`config.mk`:
```
export PLATFORM = sky130hd
export DESIGN_NAME = uart_rx_fifo_flat
export DESIGN_NICKNAME = d
export VERILOG_FILES = /design/src/rtl/uart_rx_fifo_if.sv /design/src/rtl/uart_rx_fifo.sv /design/src/flat_wrapper.sv
export SDC_FILE = /design/constraint.sdc
export NUM_CORES = 1
export LEC_CHECK = 0
export ABC_AREA = 1
export CORE_MARGIN = 2
export CORE_UTILIZATION = 30
export DETAILED_ROUTE_END_ITERATION = 12
export PLACE_DENSITY = 0.47
export RECOVER_POWER = 25
export SLEW_MARGIN = 30
export SYNTH_ARGS = -nofsm -noshare
export SYNTH_HDL_FRONTEND = slang
export SYNTH_SLANG_ARGS = --single-unit
```
`constraint.sdc`:
```
create_clock -name clk -period 3 [get_ports clk]
set_clock_uncertainty 0.1 [all_clocks]
set_input_delay 0.6 -clock clk [delete_from_list [all_inputs] [get_ports clk]]
set_output_delay 0.6 -clock clk [all_outputs]
set_load 0.005 [all_outputs]
```
`src/rtl/uart_rx_fifo_if.sv`:
```
// Handshake bundle for the receive FIFO. The UART-facing signals carry the
// UART_ prefix; the unprefixed ones face ModBusASCII and mirror the UART's
// own RxBuf/RxRdy/RxErr/Read_RxBuf handshake.
interface uart_rx_fifo_if #(
  parameter int DEPTH_LOG2 = 4
);
  logic [7:0]          UART_RxBuf;
  logic                UART_RxRdy;
  logic                UART_RxErr;
  logic                UART_Read_RxBuf;
  logic [7:0]          RxBuf;
  logic                RxRdy;
  logic                RxErr;
  logic                Read_RxBuf;
  logic                Overflow;
  logic                Clr_Overflow;
  logic [DEPTH_LOG2:0] Count;

  // FIFO side
  modport slave (
    input  UART_RxBuf, UART_RxRdy, UART_RxErr, Read_RxBuf, Clr_Overflow,
    output UART_Read_RxBuf, RxBuf, RxRdy, RxErr, Overflow, Count
  );

  // Environment side (UART model plus consumer)
  modport master (
    output UART_RxBuf, UART_RxRdy, UART_RxErr, Read_RxBuf, Clr_Overflow,
    input  UART_Read_RxBuf, RxBuf, RxRdy, RxErr, Overflow, Count
  );
endinterface

```
`src/rtl/uart_rx_fifo.sv`:
```
// Receive-side byte buffer: drains the UART holding register into a small
// FIFO of {err, data} entries and re-presents it with a first-word
// fall-through handshake, plus sticky Overflow and an entry Count.
module uart_rx_fifo #(
  parameter int DEPTH_LOG2 = 4
) (
  input  logic          clk,
  input  logic          Reset,
  uart_rx_fifo_if.slave bus
);

  localparam int DEPTH = 1 << DEPTH_LOG2;
  localparam logic [DEPTH_LOG2:0]   FULL_CNT = (DEPTH_LOG2 + 1)'(DEPTH);
  localparam logic [DEPTH_LOG2:0]   CNT_ONE  = {{DEPTH_LOG2{1'b0}}, 1'b1};
  localparam logic [DEPTH_LOG2-1:0] PTR_ONE  = {{(DEPTH_LOG2 - 1){1'b0}}, 1'b1};

  typedef enum logic [1:0] {
    IDLE = 2'd0,
    ACK  = 2'd1,
    HOLD = 2'd2
  } state_t;

  state_t                state_q, state_d;
  logic                  ack_q;
  logic [8:0]            mem_q [DEPTH];
  logic [DEPTH_LOG2-1:0] rptr_q, rptr_d;
  logic [DEPTH_LOG2-1:0] wptr_q, wptr_d;
  logic [DEPTH_LOG2:0]   count_q, count_d;
  logic                  overflow_q, overflow_d;

  logic       push_req, push, pop, drop, full, empty;
  logic [8:0] head;

  assign full  = (count_q == FULL_CNT);
  assign empty = (count_q == '0);

  // A byte is offered only when the FSM is idle; when full it still gets
  // in if a pop frees the slot on the same edge, otherwise it is dropped.
  assign push_req = (state_q == IDLE) && bus.UART_RxRdy;
  assign pop      = bus.Read_RxBuf && !empty;
  assign push     = push_req && (!full || pop);
  assign drop     = push_req && full && !pop;

  // Capture FSM next-state: sample, acknowledge for one cycle, then give the
  // UART one cycle to drop RxRdy before looking again.
  always_comb begin
    state_d = state_q;
    case (state_q)
      IDLE:    if (bus.UART_RxRdy) state_d = ACK;
      ACK:     state_d = HOLD;
      HOLD:    state_d = IDLE;
      default: state_d = IDLE;
    endcase
  end

  // FSM state and the registered acknowledge pulse (high exactly in ACK).
  always_ff @(posedge clk) begin
    if (Reset) begin
      state_q <= IDLE;
      ack_q   <= 1'b0;
    end else begin
      state_q <= state_d;
      ack_q   <= (state_d == ACK);
    end
  end

  // Pointer, count and sticky-overflow next-state.
  always_comb begin
    rptr_d     = rptr_q;
    wptr_d     = wptr_q;
    count_d    = count_q;
    overflow_d = overflow_q;
    if (push) wptr_d = wptr_q + PTR_ONE;
    if (pop)  rptr_d = rptr_q + PTR_ONE;
    case ({push, pop})
      2'b10:   count_d = count_q + CNT_ONE;
      2'b01:   count_d = count_q - CNT_ONE;
      default: count_d = count_q;
    endcase
    // A drop on the same cycle as a clear leaves the flag set.
    if (drop)                  overflow_d = 1'b1;
    else if (bus.Clr_Overflow) overflow_d = 1'b0;
  end

  // Pointer, count and overflow registers.
  always_ff @(posedge clk) begin
    if (Reset) begin
      rptr_q     <= '0;
      wptr_q     <= '0;
      count_q    <= '0;
      overflow_q <= 1'b0;
    end else begin
      rptr_q     <= rptr_d;
      wptr_q     <= wptr_d;
      count_q    <= count_d;
      overflow_q <= overflow_d;
    end
  end

  // Storage write; contents need no reset because Count gates visibility.
  always_ff @(posedge clk) begin
    if (push) mem_q[wptr_q] <= {bus.UART_RxErr, bus.UART_RxBuf};
  end

  // Fall-through read of the head entry, forced to zero while empty so the
  // outputs are defined straight after reset.
  assign head = mem_q[rptr_q];

  assign bus.RxBuf           = empty ? 8'h00 : head[7:0];
  assign bus.RxErr           = empty ? 1'b0  : head[8];
  assign bus.RxRdy           = !empty;
  assign bus.UART_Read_RxBuf = ack_q;
  assign bus.Overflow        = overflow_q;
  assign bus.Count           = count_q;

endmodule

```
`src/flat_wrapper.sv`:
```
// flat-port wrapper written by rule: the top's interface ports become plain ports
module uart_rx_fifo_flat 
#(
  parameter int DEPTH_LOG2 = 4
)
  (clk, Reset, bus_UART_RxBuf, bus_UART_RxRdy, bus_UART_RxErr, bus_Read_RxBuf, bus_Clr_Overflow, bus_UART_Read_RxBuf, bus_RxBuf, bus_RxRdy, bus_RxErr, bus_Overflow, bus_Count);
  uart_rx_fifo_if #(.DEPTH_LOG2(DEPTH_LOG2)) bus_i ();
  input  logic clk;
  input  logic Reset;
  input wire logic [$bits(bus_i.UART_RxBuf)-1:0] bus_UART_RxBuf;
  input wire logic [$bits(bus_i.UART_RxRdy)-1:0] bus_UART_RxRdy;
  input wire logic [$bits(bus_i.UART_RxErr)-1:0] bus_UART_RxErr;
  input wire logic [$bits(bus_i.Read_RxBuf)-1:0] bus_Read_RxBuf;
  input wire logic [$bits(bus_i.Clr_Overflow)-1:0] bus_Clr_Overflow;
  output wire logic [$bits(bus_i.UART_Read_RxBuf)-1:0] bus_UART_Read_RxBuf;
  output wire logic [$bits(bus_i.RxBuf)-1:0] bus_RxBuf;
  output wire logic [$bits(bus_i.RxRdy)-1:0] bus_RxRdy;
  output wire logic [$bits(bus_i.RxErr)-1:0] bus_RxErr;
  output wire logic [$bits(bus_i.Overflow)-1:0] bus_Overflow;
  output wire logic [$bits(bus_i.Count)-1:0] bus_Count;
  assign bus_i.UART_RxBuf = bus_UART_RxBuf;
  assign bus_i.UART_RxRdy = bus_UART_RxRdy;
  assign bus_i.UART_RxErr = bus_UART_RxErr;
  assign bus_i.Read_RxBuf = bus_Read_RxBuf;
  assign bus_i.Clr_Overflow = bus_Clr_Overflow;
  assign bus_UART_Read_RxBuf = bus_i.UART_Read_RxBuf;
  assign bus_RxBuf = bus_i.RxBuf;
  assign bus_RxRdy = bus_i.RxRdy;
  assign bus_RxErr = bus_i.RxErr;
  assign bus_Overflow = bus_i.Overflow;
  assign bus_Count = bus_i.Count;
  uart_rx_fifo #(.DEPTH_LOG2(DEPTH_LOG2)) u_core (.clk(clk), .Reset(Reset), .bus(bus_i));
endmodule
```
==> qor.txt, run 1 <==
Outcome - completed
Max-Cap Viols - 0
CP max-delay cell - clkdlybuf4s50_1
CP dominant cell by count - nand2_1
TritonRoute pass-1 iters - 5
Min Tclk post-route - 2.90 ns
Initial antenna violation count - 0
Endpoints failing hold - 0
Final Cycle Share - 96.7%
Max Buffers Root-to-Sink - 2
Post-synth top area share - 62.8%
EDFF count, synth - 144
DRC - 0
Ports - 31
Final weighted congestion in routability-driven placement - 0.729
Relative slew slack - 54.6%
Asr flop ratio synth - 0%
Unrepaired setup endpoints after global routing - true
Area after DPL - 7600 um2
Synth area leaders - edfxtp_1 63%, nand2_1 11%, nand3_1 8.6%, dfxtp_1 6.1%, nor2_1 1.7%
Pwr/cell area - 809 nW/um2
CP endpoint kind - output port
Reg area - 4750 um2
Worst Path Required - 2.30 ns
Worst vdd ir - 0.000425 V
Final wirelength - 17,000 um
Worst-Margin Slew - 0.678 ns
CP top delay family - buffers and inverters
CTS tree - done
Fillers - 2,207
Design Area, Final - 8340 um2
Via density - 4.71
Sum Neg Setup Slack - 0 ns
Final setup viols - 0
CTS root buf - clkbuf_16
GRT Total Usage - 14.5%
Setup ws final - 0.0989 ns
Via count - 4,607
Antenna cells - 0
Layout cell share with drive strength beyond 1 - 10.8%
Max Freq - 345 MHz
Worst-path clk slew - 0.06 ns
Main synth FF type - edfxtp_1
Register area share after synthesis - 68.9%
DP HPWL - 10,600 um
CP max FO - 21
Clk sink count - 165
Worst Hold Slack - 0.346 ns
Drt wl/cell - 17.4 um
Syn Inst Count - 626
Syn_nets - 649
Die W - 156 um
Hold Path Class - flip-flop to flip-flop
Clk_lat worst skew - 0.42 ns
Critical path buffers and inverters - 3
Starting density of the core - 30.5%
Commonest non-fill, non-tap cell in the layout - nand2_1
Max Slew Vio Count - 0
Post-synth cell types - 23
Fin nets - 705
Post-Syn Area - 6890 um2
YS warnings - 0
First-pass GRT wire length - 26,000 um
Avg Inst Size Synth - 11.0 um2
TritonCTS Buffers - 17
Final antenna-violating net count - 0
Post-synth top area cell - edfxtp_1
Area Growth Syn to Fin - 21.0%
# port buffers - 30
Critical path type - flip-flop to output port
#FFs+latches synth - 165
Worst EP arrival - 2.20 ns
Worst setup SP type - flip-flop
Max stage delay on crit path - 0.52 ns
Cell row count - 55
Die footprint - 24,200 um2
Vias in the first global route - 4,491
1st-iter DRT viols - 321
LEAKAGE - 3.19 nW
Total gr overflow - 0
Core area - 22,600 um2
Pwr Total - 6.75 mW
Critical path, cell by cell - clkinv_8 > buf_12 > nand2_1 > nand3_1 > nand3_1 > nand2_1 > nand2_1 > a21oi_2 > clkdlybuf4s50_1
Multi-input gate area - 1840 um2
Die Y - 156 um
Cts hold-fix bufs - 0
Setup Slack @ Placement - 0.260 ns
Most frequent cells in the layout - 211 x nand2_1, 144 x edfxtp_1, 117 x nand3_1
Pin count of the biggest net entering global routing - 37
H-tree depth - 4
==> power by group <==
group          internal (mW)  total (mW)  switching [mW]
clock                   1.23        2.15           0.917
combinational          0.780        1.91            1.13
sequential              2.59        2.69           0.101
total                   4.60        6.75            2.15
==> per-stage QoR <==
stage	utilization, %	std cells
finish	36.9	978
global placement	33.7	943
detailed placement	33.7	943
floorplan	-	626
global route	36.9	978
CTS	36.4	974
==> flip-flops by register name, summed over array words and instances, names as in the netlist, named ones only <==
register and flops:
u_core.bus.UART_Read_RxBuf 1, u_core.wptr_q 4, u_core.bus.Count 5, u_core.state_q 2, u_core.rptr_q 4, u_core.bus.Overflow 1, u_core.mem_q 144
==> worst register-to-register path, stage by stage (launching register included) <==
cell     delay, ns
dfxtp_1       0.38
nor2_1        0.20
nand3_2       0.19
nand2_1       0.16
inv_2         0.09
ha_1          0.29
nand2_1       0.10
inv_1         0.05
nor2_1        0.12
ha_1          0.16
inv_1         0.04
nand2_1       0.10
nand3_1       0.12
nand3_1       0.09
nand2_1       0.05
nor2_1        0.09
nor2_1        0.04
==> final cells by class <==
type | count | share of cell area, %
Clock buffer | 18 | 5.15
Clock inverter | 12 | 1.74
Inverter | 29 | 1.55
Multi-Input combinational cell | 405 | 22.1
Sequential cell | 165 | 56.9
Tap cell | 285 | 4.28
Timing Repair Buffer | 63 | 8.16
Timing Repair inverter | 1 | 0.105
==> Yosys cell counts, types with 2 or more instances <==
master	count
buf_2	8
xor2_1	4
buf_4	9
inv_1	23
clkinv_1	3
clkbuf_1	2
edfxtp_1	144
ha_1	9
nand3_1	118
a21oi_1	19
nor2_1	32
buf_6	8
dfxtp_1	21
nand2_1	211
o21ai_0	7
==> path summary, 6_finish.rpt <==
path                            start             endpoint  slack (ns)  cells past startpoint
hold reg to reg     u_core.state_q[1]    u_core.state_q[1]        0.35                      1
setup / recovery            flip-flop            bus_RxErr         0.1                      9
hold / removal      u_core.state_q[1]    u_core.state_q[1]        0.35                      1
setup reg to reg  u_core.bus.Count[1]  u_core.bus.Count[4]        0.53                     16
==> logic make-up (layout without fill, tap and decap cells) <==
| group | after synthesis | in the layout | share of synthesized area (%) |
|---|---|---|---|
| compound gates | 28 | 28 | 2.12 |
| buf+inv | 56 | 123 | 4.67 |
| simple gates | 363 | 363 | 22.1 |
| xor+xnor | 5 | 5 | 0.636 |
| fa+ha+maj | 9 | 9 | 1.63 |
| flops | 165 | 165 | 68.9 |
==> layer usage <==
metal | GRT usage [%] | vias up | wire length (um)
met5 | 0 | - | 0
met4 | 3.93 | 0 | 132
met3 | 3.86 | 11 | 951
met2 | 23.6 | 128 | 8310
met1 | 19.1 | 2214 | 7600
li1 | - | 2254 | -
==> repair_timing <==
item | 4_1_cts | 5_1_grt
buffers inserted | 0 | 1
endpoints found under the hold margin | 0 | 0
cloned | 1 | 3
setup endpoints to repair | 9 | 9
gates resized for setup | 8 | 14
Power figures use the tool's default switching activity.
==> run 2: changes to the inputs <==
PLACE_DENSITY = 0.49   (was 0.47)
REMOVE_ABC_BUFFERS = 1   (was default)
==> run 2 against run 1 <==
  * Design area is 1.2% higher
  * Non-clock buffer count is 13 higher
  * Worst hold slack better by 0.0028 ns
  * Via count is 3.0% higher
  * Critical endpoint is now bus_RxBuf[2]
  * Worst setup slack better by 0.11 ns
  * Largest cell class unchanged
  * Flip-flop and latch count stayed put
  * Power is 0.54% higher
  * Global-route usage hardly changed
  * Highest routed layer unchanged
  * Register-to-register slack worse by 0.12 ns
  * Maximum frequency is 3.9% higher
  * Sequential power hardly changed
  * Largest power group unchanged
==> qor.txt, run 2 (synthesis results as in run 1) <==
Outcome - completed
Worst-Margin Slew - 0.635 ns
Total gr overflow - 0
Clock power frac - 30.2%
Pwr Total - 6.79 mW
Layout cell share with drive strength beyond 1 - 12.8%
Sequential share of power - 39.7%
CP endpoint kind - output port
Switch share - 32.3%
Most frequent cells in the layout - 211 x nand2_1, 144 x edfxtp_1, 117 x nand3_1
H-tree depth - 4
Die Y - 156 um
Endpoints failing hold - 0
Critical path type - flip-flop to output port
CP dominant cell by count - nand2_1
Final wirelength - 17,300 um
Area after DPL - 7560 um2
Cts hold-fix bufs - 0
Ports - 31
Max-Cap Viols - 0
Worst vdd ir - 0.000456 V
Final setup viols - 0
Multi-input gate area - 1850 um2
Drt wl/cell - 17.4 um
Worst setup SP type - flip-flop
Clk sink count - 165
Max Freq - 358 MHz
DP HPWL - 10,200 um
Final weighted congestion in routability-driven placement - 0.789
TritonRoute pass-1 iters - 4
Worst Path Required - 2.30 ns
Largest register by flop count - u_core.mem_q
Max Buffers Root-to-Sink - 2
LEAKAGE - 3.27 nW
Relative slew slack - 57.5%
Final Cycle Share - 93.1%
Reg2reg setup slack - 0.41 ns
First-pass GRT wire length - 26,200 um
Final antenna-violating net count - 0
Pwr/cell area - 804 nW/um2
Critical path buffers and inverters - 4
Vias in the first global route - 4,620
Hold Path Class - flip-flop to flip-flop
Via density - 4.77
Die footprint - 24,200 um2
Max reg flops - 144
Pin count of the biggest net entering global routing - 37
Fillers - 2,205
Commonest non-fill, non-tap cell in the layout - nand2_1
Worst-path clk slew - 0.06 ns
Worst EP arrival - 2.09 ns
Initial antenna violation count - 0
# port buffers - 30
Core area - 22,600 um2
Area Growth Syn to Fin - 22.4%
Internal power - 4.59 mW
CP max FO - 13
Min Tclk post-route - 2.79 ns
Die W - 156 um
Cell row count - 55
CP max-delay cell - dfxtp_4
Fin nets - 719
DRC - 0
Reg area - 4750 um2
CTS root buf - clkbuf_16
Critical path, cell by cell - buf_16 > buf_4 > buf_4 > nand2_1 > nand3_1 > nand3_1 > nand2_1 > nand2_1 > a21oi_2 > dlymetal6s2s_1
DP Cell Count - 940
Final Non-Filler Cells - 994
Psw - 2.19 mW
Starting density of the core - 30.5%
CTS tree - done
Antenna cells - 0
Comb power frac - 30.0%
TritonCTS Buffers - 17
GRT Total Usage - 14.5%
Max stage delay on crit path - 0.53 ns
CP top delay family - buffers and inverters
1st-iter DRT viols - 386
Via count - 4,746
Clk_lat worst skew - 0.42 ns
Design Area, Final - 8440 um2
Unrepaired setup endpoints after global routing - false
Max Slew Vio Count - 0
-- run 2: cell count changes in the layout (fill, tap and decap cells not counted), sizes merged --
cell,before,now
dlymetal6s2s,8,9
clkdlybuf4s50,16,15
clkbuf,20,21
clkinvlp,4,2
inv,31,32
bufinv,2,1
clkinv,5,9
buf,31,44
-- run 2: metal layers --
| layer | global-route usage [%] | wire [um] | share of wire [%] |
|---|---|---|---|
| met1 | 19.3 | 7870 | 45 |
| met2 | 23.5 | 8250 | 48 |
| met3 | 3.17 | 947 | 5.5 |
| met4 | 5.16 | 268 | 1.5 |
| met5 | 0 | 0 | 0 |
-- run 2: power groups by stage --
stage | combinational, mW | sequential [mW] | clock, mW
floorplan | 0.899 | 2.79 | 0
global placement | 1.76 | 2.71 | 0
detailed placement | 1.78 | 2.72 | 0
CTS | 1.90 | 2.69 | 2.11
global route | 2.25 | 2.71 | 2.20
finish | 2.04 | 2.70 | 2.05
-- run 2: final cells by class --
cell class | instances | area share (%)
Timing Repair Buffer | 76 | 9.28
Sequential cell | 165 | 56.3
Multi-Input combinational cell | 405 | 21.9
Tap cell | 285 | 4.23
Clock buffer | 19 | 5.13
Clock inverter | 13 | 1.44
Timing Repair inverter | 2 | 0.237
Inverter | 29 | 1.50
-- run 2: path summary, 6_finish.rpt --
path,depth (start not counted),end,from
worst max-delay path,10,bus_RxBuf[2],flip-flop
worst min-delay path,1,u_core.state_q[1],u_core.state_q[1]
worst max register to register,16,u_core.bus.Count[4],u_core.bus.Count[0]
worst min register to register,1,u_core.state_q[1],u_core.state_q[1]
-- run 2: per-stage QoR --
stage	setup slack, ns	util, %	TNS [ns]	hold slack [ns]
after floorplan	-0.386	-	-3.46	0.311
after global placement	0.196	33.5	0	0.329
after detailed placement	0.150	33.5	0	0.342
after CTS	0.00497	36.4	0	0.351
after global routing	0.0588	37.4	0	0.365
final	0.207	37.4	0	0.349
-- run 2: worst reg2reg max path, cell delays in order (launching register included) --
cell     delay [ns]
dfxtp_1        0.36
nor2_1         0.18
nand3_1        0.28
nand2_1        0.22
inv_2          0.10
ha_1           0.29
nand2_1        0.10
inv_1          0.05
nor2_1         0.13
ha_1           0.17
inv_1          0.04
nand2_1        0.09
nand3_1        0.11
nand3_1        0.08
nand2_1        0.05
nor2_1         0.09
nor2_1         0.04
-- run 2: repair_timing --
item,CTS,global route
resized for setup,10,15
setup buffers,1,15
pin swaps,0,1
gates cloned,3,3
endpoints found under the setup margin,9,9
==> run 3: changes to the inputs <==
ABC_AREA = default   (was 1)
==> run 3 against run 2 <==
  * Sequential share of layout area increased by 0.30 points
  * Area after synthesis decreased by 3.1%
  * Synthesized cell count is 41% lower
  * Largest power group unchanged
  * Routed wire length is 17% lower
==> qor.txt, run 3 <==
Area Growth Syn to Fin - 25.8%
DP Cell Count - 702
TritonRoute pass-1 iters - 7
Mux cell area share after synthesis - 13.9%
Max-Cap Viols - 0
Clk_lat worst skew - 0.41 ns
# port buffers - 30
Antenna cells - 0
Max reg flops - 144
Avg Inst Size Synth - 18.1 um2
DRC - 0
CP endpoint kind - output port
Most frequent cells in the layout - 144 x edfxtp_1, 45 x buf_4, 36 x mux4_2
Starting density of the core - 30.6%
Max Buffers Root-to-Sink - 2
Worst vdd ir - 0.000453 V
Register area share after synthesis - 71.1%
Worst Reg-to-Reg Cells - 10
Setup ws final - 0.0544 ns
Clk sink count - 165
Die footprint - 23,500 um2
Setup Slack @ Placement - -0.401 ns
GRT Total Usage - 12.9%
Pin count of the biggest net entering global routing - 22
Reg2reg setup slack - 0.26 ns
Asr flop ratio synth - 0%
Post-synth top cells - 144 x edfxtp_1, 36 x mux4_2, 25 x nor2_1
Die Y - 153 um
CP max FO - 4
Vias in the first global route - 3,790
Via density - 4.78
Worst-Margin Slew - 0.587 ns
Core area - 21,800 um2
Post-synth top area cell - edfxtp_1
Ports - 31
Via count - 3,565
YS warnings - 0
Final weighted congestion in routability-driven placement - 0.752
Initial antenna violation count - 0
Worst Path Required - 2.30 ns
Final Cycle Share - 98.2%
1st-iter DRT viols - 235
Endpoints failing hold - 0
H-tree depth - 4
Min Tclk post-route - 2.95 ns
Max Freq - 339 MHz
Final Non-Filler Cells - 746
Drt wl/cell - 19.3 um
Worst R2R Start - u_core.bus.Count[0]
Pwr/cell area - 775 nW/um2
CTS tree - done
Largest family of logic cells by synthesized area - multiplexers
Cell row count - 54
Commonest non-fill, non-tap cell in the layout - edfxtp_1
Synth area leaders - edfxtp_1 65%, mux4_2 12%, dfxtp_1 6.3%, a211oi_1 2.1%, mux2i_1 1.8%
Final antenna-violating net count - 0
CTS root buf - clkbuf_16
Total gr overflow - 0
Relative slew slack - 60.7%
TritonCTS Buffers - 17
Post-synthesis adder-cell area fraction - 1.69%
Final setup viols - 0
Post-Syn Area - 6680 um2
Hold Path Class - flip-flop to flip-flop
EDFF count, synth - 144
DP HPWL - 9130 um
Die W - 153 um
Post-Synth Simple-Gate Area - 5.90%
Worst EP arrival - 2.25 ns
Critical path type - flip-flop to output port
Worst-path clk slew - 0.06 ns
Unrepaired setup endpoints after global routing - true
Outcome - completed
Layout cell share with drive strength beyond 1 - 32.8%
Worst r2r dst - u_core.bus.Count[4]
Post-synth top area share - 64.8%
Final wirelength - 14,400 um
Fin nets - 476
Largest register by flop count - u_core.mem_q
Worst setup SP type - flip-flop
Syn Inst Count - 369
Most common cell in the netlist - edfxtp_1
Compound-Gate Fraction of Synth Area - 4.05%
Xor/xnor share of the synthesized area - 1.05%
Post-synth cell types - 44
LEAKAGE - 2.74 nW
#FFs+latches synth - 165
Crit path capture - bus_RxBuf[2]
Max Slew Vio Count - 0
First-pass GRT wire length - 22,400 um
Main synth FF type - edfxtp_1
-- run 3: cell type report --
| type | count | area, um2 |
|---|---|---|
| clock buffers | 18 | 429 |
| clock inverters | 14 | 103 |
| fillers | 2023 | 13400 |
| inverters | 9 | 33.8 |
| multi-input cells | 173 | 1880 |
| flip-flops and latches | 165 | 4750 |
| well taps | 280 | 350 |
| repair buffers | 87 | 852 |
-- run 3: worst min path at each step --
stage                            from           endpoint  cells past startpoint
floorplan           u_core.state_q[1]  u_core.state_q[1]                      1
global placement    u_core.state_q[1]  u_core.state_q[1]                      1
detailed placement  u_core.state_q[1]  u_core.state_q[1]                      1
CTS                 u_core.state_q[1]  u_core.state_q[1]                      1
global route        u_core.state_q[1]  u_core.state_q[1]                      1
finish              u_core.state_q[1]  u_core.state_q[1]                      1
-- run 3: kinds of logic after synthesis --
group	after synthesis
and+or+nand+nor	74
DFF	165
xor gates and xnor gates	8
buffers and inverters	31
adders and majority gates	9
AOI/OAI and AO/OA	34
muxes	48
-- run 3: what timing repair did --
item	4_1_cts	5_1_grt
setup buffers	7	3
endpoints found under the hold margin	0	0
gates resized for setup	30	18
hold buffers	0	0
cloned	2	0
pin swaps	5	7
setup endpoints to repair	9	7
-- run 3: worst max-delay path: stages, from the launching register on --
cell and delay, ns:
dfxtp_4 0.40, buf_12 0.11, buf_12 0.10, mux4_2 0.49
nor2b_1 0.15, a211oi_2 0.21, a211oi_2 0.09, dlygate4sd2_1 0.28
-- run 3: per-layer routing --
layer | vias to the layer above | wire [um] | global-route usage (%)
li1 | 1640 | - | -
met1 | 1861 | 6680 | 16.9
met2 | 54 | 7120 | 21.2
met3 | 10 | 460 | 3.32
met4 | 0 | 128 | 3.53
met5 | - | 0 | 0
-- run 3: power by group --
group / leakage [nW] / internal (mW) / switching [mW]
sequential: 1.47 / 2.59 / 0.0735
clock: 0.256 / 1.07 / 0.893
combinational: 1.02 / 0.991 / 0.892
total: 2.74 / 4.65 / 1.86
-- run 3: stage by stage --
stage / instance area, um2 / power, mW / TNS (ns) / hold WS, ns / utilization (%)
2_1_floorplan: 6560 / 3.63 / -0.891 / 0.311 / -
3_3_place_gp: 7580 / 4.45 / -0.635 / 0.341 / 34.8
3_5_place_dp: 7580 / 4.47 / -0.722 / 0.364 / 34.8
4_1_cts: 8320 / 6.51 / -0.168 / 0.377 / 38.1
5_1_grt: 8400 / 6.83 / -0.108 / 0.404 / 38.5
6_report: 8400 / 6.51 / 0 / 0.375 / 38.5
